**src/rtl/prbs7_pkg.sv**
```systemverilog
// prbs7_pkg: shared constants and the 64-bit PRBS7 (x^7+x^6+1) word function
package prbs7_pkg;
  localparam int PRBS7_W = 7;
  localparam int WORD_W = 64;
  localparam logic [PRBS7_W-1:0] PRBS7_DEFAULT_SEED = 7'h7F;
  function automatic logic [PRBS7_W-1:0] prbs7_fix_seed(input logic [PRBS7_W-1:0] s);
    return (s == '0) ? PRBS7_DEFAULT_SEED : s;
  endfunction
  function automatic logic [WORD_W-1:0] prbs7_next_word(input logic [PRBS7_W-1:0] state);
    logic [PRBS7_W-1:0] s;
    logic [WORD_W-1:0] w;
    s = state;
    w = '0;
    for (int i = 0; i < WORD_W; i++) begin
      w[i] = s[1] ^ s[0];
      s = {w[i], s[PRBS7_W-1:1]};
    end
    return w;
  endfunction
endpackage

```
**src/rtl/prbs7_word_gen.sv**
```systemverilog
// prbs7_word_gen: combinational 64-step PRBS7 unroll from a 7-bit state
module prbs7_word_gen
  import prbs7_pkg::*;
(
  input  logic [PRBS7_W-1:0] state_i,
  output logic [WORD_W-1:0]  word_o
);
  assign word_o = prbs7_next_word(state_i);
endmodule

```
**src/rtl/prbs7_gen.sv**
```systemverilog
// prbs7_gen: 64-bit PRBS7 transmit generator with flow control, seeding and error injection
module prbs7_gen
  import prbs7_pkg::*;
#(
  parameter logic [PRBS7_W-1:0] SEED = PRBS7_DEFAULT_SEED,
  parameter int CNT_W = 32
) (
  input  logic               clk,
  input  logic               rst,
  input  logic               en,
  input  logic               seed_load,
  input  logic [PRBS7_W-1:0] seed_in,
  input  logic               inj_req,
  input  logic [5:0]         inj_pos,
  output logic [WORD_W-1:0]  dout,
  output logic               dout_valid,
  input  logic               dout_ready,
  output logic               inj_pending,
  output logic [CNT_W-1:0]   word_cnt,
  output logic [CNT_W-1:0]   inj_cnt
);
  logic [PRBS7_W-1:0] state_q, state_d;
  logic [WORD_W-1:0] dout_q, dout_d, clean, mask;
  logic valid_q, valid_d, pend_q, pend_d, flag_q, flag_d;
  logic [5:0] pos_q, pos_d;
  logic [CNT_W-1:0] wc_q, wc_d, ic_q, ic_d;
  logic adv, xfer, arm;

  prbs7_word_gen u_word (.state_i(state_q), .word_o(clean));

  // next-state: advance/hold/idle flow control, injection arming and counters
  always_comb begin
    adv = en & (!valid_q | dout_ready) & !seed_load;
    xfer = valid_q & dout_ready;
    arm = inj_req & (!pend_q | adv);
    mask = pend_q ? ({{(WORD_W-1){1'b0}}, 1'b1} << pos_q) : '0;
    state_d = seed_load ? prbs7_fix_seed(seed_in) : adv ? clean[WORD_W-1:WORD_W-PRBS7_W] : state_q;
    dout_d = adv ? clean ^ mask : dout_q;
    valid_d = seed_load ? 1'b0 : adv ? 1'b1 : valid_q & !dout_ready;
    flag_d = adv ? pend_q : flag_q;
    pend_d = arm | (pend_q & !adv);
    pos_d = arm ? inj_pos : pos_q;
    wc_d = wc_q + CNT_W'(xfer);
    ic_d = ic_q + CNT_W'(xfer & flag_q);
  end

  // state registers with synchronous reset
  always_ff @(posedge clk) begin
    if (rst) begin
      state_q <= prbs7_fix_seed(SEED);
      dout_q <= '0;
      valid_q <= 1'b0;
      pend_q <= 1'b0;
      flag_q <= 1'b0;
      pos_q <= '0;
      wc_q <= '0;
      ic_q <= '0;
    end else begin
      state_q <= state_d;
      dout_q <= dout_d;
      valid_q <= valid_d;
      pend_q <= pend_d;
      flag_q <= flag_d;
      pos_q <= pos_d;
      wc_q <= wc_d;
      ic_q <= ic_d;
    end
  end

  assign dout = dout_q;
  assign dout_valid = valid_q;
  assign inj_pending = pend_q;
  assign word_cnt = wc_q;
  assign inj_cnt = ic_q;
endmodule

```
**config.mk**
```make
export PLATFORM = sky130hd
export DESIGN_NAME = prbs7_gen
export DESIGN_NICKNAME = d
export VERILOG_FILES = /design/src/rtl/prbs7_pkg.sv /design/src/rtl/prbs7_word_gen.sv /design/src/rtl/prbs7_gen.sv
export SDC_FILE = /design/constraint.sdc
export NUM_CORES = 1
export LEC_CHECK = 0
export ABC_AREA = 1
export CAP_MARGIN = 15
export CORE_UTILIZATION = 45
export DETAILED_ROUTE_END_ITERATION = 16
export PLACE_DENSITY = 0.76
export SYNTH_ARGS = -nofsm -noshare
export SYNTH_HDL_FRONTEND = slang
export SYNTH_HIERARCHICAL = 1
export SYNTH_SLANG_ARGS = --single-unit
```
**constraint.sdc**
```tcl
create_clock -name clk -period 5 [get_ports clk]
set_clock_uncertainty 0.2 [all_clocks]
set_input_delay 1 -clock clk [delete_from_list [all_inputs] [get_ports clk]]
set_output_delay 1 -clock clk [all_outputs]
set_load 0.02 [all_outputs]
```
==> results.toml <==
[yosys]
yosysSeqAreaShare = 0.291
synth_cells = 1579
yosysWarnings = 6
syn_area_per_cell_um2 = 6.28
netlist.area_leader.share = 0.291
synth_adder_area_share = 0.00505
synth-xor-area-share = 0.0275
synthTopCellsByArea = "dfxtp_1, nand2_1, nand3_1"
netlist_area_um2 = 9910
ys_types = 37
synthMuxAreaShare = 0
ys_async_sr_fraction = 0
synth_nets = 1602
synth-simple-area-share = 0.461
ys.flop_type = "dfxtp_1"
synth_top_area_cell = "dfxtp_1"
synth_compound_area_frac = 0.0972
synth-edff-count = 0
synth_top_family_by_area = "simple AND/OR/NAND/NOR gates"
synth-seq-cells = 144

[place]
portBuffers = 148
gp_congestion = 0.998
hpwl_mm = 22.4

[global_routing]
gr-total-overflow = 0
grt_pass1_wl_mm = 47.0
grt_pass1_vias = 9242
grt_max_degree = 66
grtUsageTotal = 0.267
antenna_found_initial = 0

[clock_network]
cts_resized = 0
clkTransAtPathRegs_ns = 0.07
htreeDepth = 4
cts_setup_buffers = 0
cts_buffer_depth = 2
cts_made_buffers = 17
cts-hold-fix-buffers = 0
insertion_delay_ns = 0.43
cts_tree = "built"
root_buffer = "clkbuf_16"
cts.sinks = 144

[setup_path]
start_kind = "register"
r2r-start = "state_q[1]"
r2r_cells = 21
crit_end = "dout[63]"
reg2reg_to = "dout[63]"
rrSetupSlack_ns = 1.68
path_cells = "inv_4 > nand2_2 > nand2_4 > nand2_1 > nand2_1 > inv_2 > nand3_2 > nand3_4 > nand2_2 > nand2_1 > nand2_2 > inv_2 > nand2_1 > nand2_2 > inv_2 > nand3_1 > nand2_1 > nand2_1 > nand2_1 > a21oi_1 > nor2_1"
endpoint_kind = "register"
critPathArrivalTime_ns = 3.44
crit_top_cell = "nand2_1"
critPathSlowestCell = "dfxtp_1"
cp_max_fo = 9
crit_type = "register to register"
worstPathRequired_ns = 5.12
slowest_delay_ns = 0.72
crit_path_start = "state_q[1]"

[run]
max_cap_viol_count = 0

[routing]
viasPerCell = 5.20
wl_mm = 29.7
first_iter_violations = 783
vias = 10300
drtAntennaViolNets = 0
wire_per_inst_um = 15.0
drc = 0
drt_pre_antenna_iters = 6

[die]
die_h_um = 150
die_area_um2 = 22600
core_um2 = 21300
start_util = 0.466
die_x_um = 150
core.rowCount = 53
ioPinCount = 149

[layout]
drive_gt1_frac = 0.113
final_cell_mix = "nand2_1, nand3_1, inv_1, nor2_1, clkdlybuf4s50_1"
area_growth_pct = 22.0
n_antenna_cell = 0
final_nets = 1718
mostFrequentLayoutCell = "nand2_1"

[timing]
hold_violations = 0
tns_ns = 0
post-route-min-period_ns = 3.32
max_slew_margin = 0.444
drv_slew = 0
fmaxAchievable_mhz = 301
min_period_over_period = 0.663
setup_viol = 0
tightest_slew_ns = 0.833
rsz0062_at_grt = "false"

[run_status]
outcome = "finished, final reports clean"

[min_path]
hold_class = "register to register"
sequential cells by signal (all words and copies together) (netlist names):
register     flops
word_cnt        32
dout            64
inj_cnt         32
state_q          7
flag_q           1
pos_q            6
inj_pending      1
dout_valid       1
per-stage QoR:
| step | setup WS (ns) | util | hold slack (ns) | std cells | cell area (um^2) |
|---|---|---|---|---|---|
| CTS | 1.70 | 0.568 | 0.263 | 1983 | 12100 |
| floorplan | 2.48 | - | 0.230 | 1579 | 9910 |
| finish | 1.68 | 0.568 | 0.261 | 1983 | 12100 |
| global route | 1.36 | 0.568 | 0.303 | 1983 | 12100 |
| global placement | 1.34 | 0.539 | 0.247 | 1951 | 11500 |
| detailed placement | 1.26 | 0.539 | 0.254 | 1951 | 11500 |
area by class of cell:
type	count	area [um^2]
clock inverters	15	190
clock buffers	17	425
multi-input cells	1151	5860
repair buffers	155	1540
fillers	2081	9190
flip-flops and latches	144	2880
well taps	275	344
inverters	226	852
synth_stat cells, types with 3 or more instances:
library cell  count
xnor2_1           8
o21a_1           58
nor2_1          159
o21ai_0          31
inv_1           196
clkbuf_1         12
nand2_1         432
xor2_1           10
inv_2            29
buf_6             5
ha_1              4
o21ai_1          12
and3_1            4
nand3_4           5
nand4_1          40
a21oi_1          58
xor2_2            4
nand2_2          52
nor3_1            6
dfxtp_1         144
nand3_1         200
buf_1             3
nand2_4          21
buf_4             9
nor2_4            5
nand3_2          19
buf_2            29
nor2_2           12
how the worst min path moves through the flow:
stage / start / endpoint / slack [ns] / cells after the start
6_report: flag_q / flag_q / 0.26 / 2
5_1_grt: flag_q / flag_q / 0.30 / 2
4_1_cts: flag_q / flag_q / 0.26 / 2
3_5_place_dp: flag_q / flag_q / 0.25 / 2
3_3_place_gp: flag_q / flag_q / 0.25 / 2
2_1_floorplan: flag_q / flag_q / 0.23 / 2
cell families (layout without fill, tap and decap cells):
family,count (synthesis),count (layout)
compound gates,162,162
xor+xnor,24,24
fa+ha+maj,4,4
buf+inv,284,413
flops,144,144
simple gates,961,961
per-layer routing:
| metal | wire length (um) | global-route usage | share of wire |
|---|---|---|---|
| met4 | 874 | 0.108 | 0.029 |
| met3 | 2060 | 0.0515 | 0.069 |
| met2 | 14000 | 0.451 | 0.47 |
| met1 | 12800 | 0.332 | 0.43 |
| met5 | 0 | 0 | 0 |
critical path: cells and delay by family (launching register included):
family                 cells  cell delay (ns)
AO/OA/AOI/OAI              1             0.15
buffers and inverters      4             0.46
flip-flops                 1             0.72
AND/OR/NAND/NOR           16             1.67
Power is not shown: default switching activity piles up to over one toggle a cycle in this logic, so the estimate is an artifact.
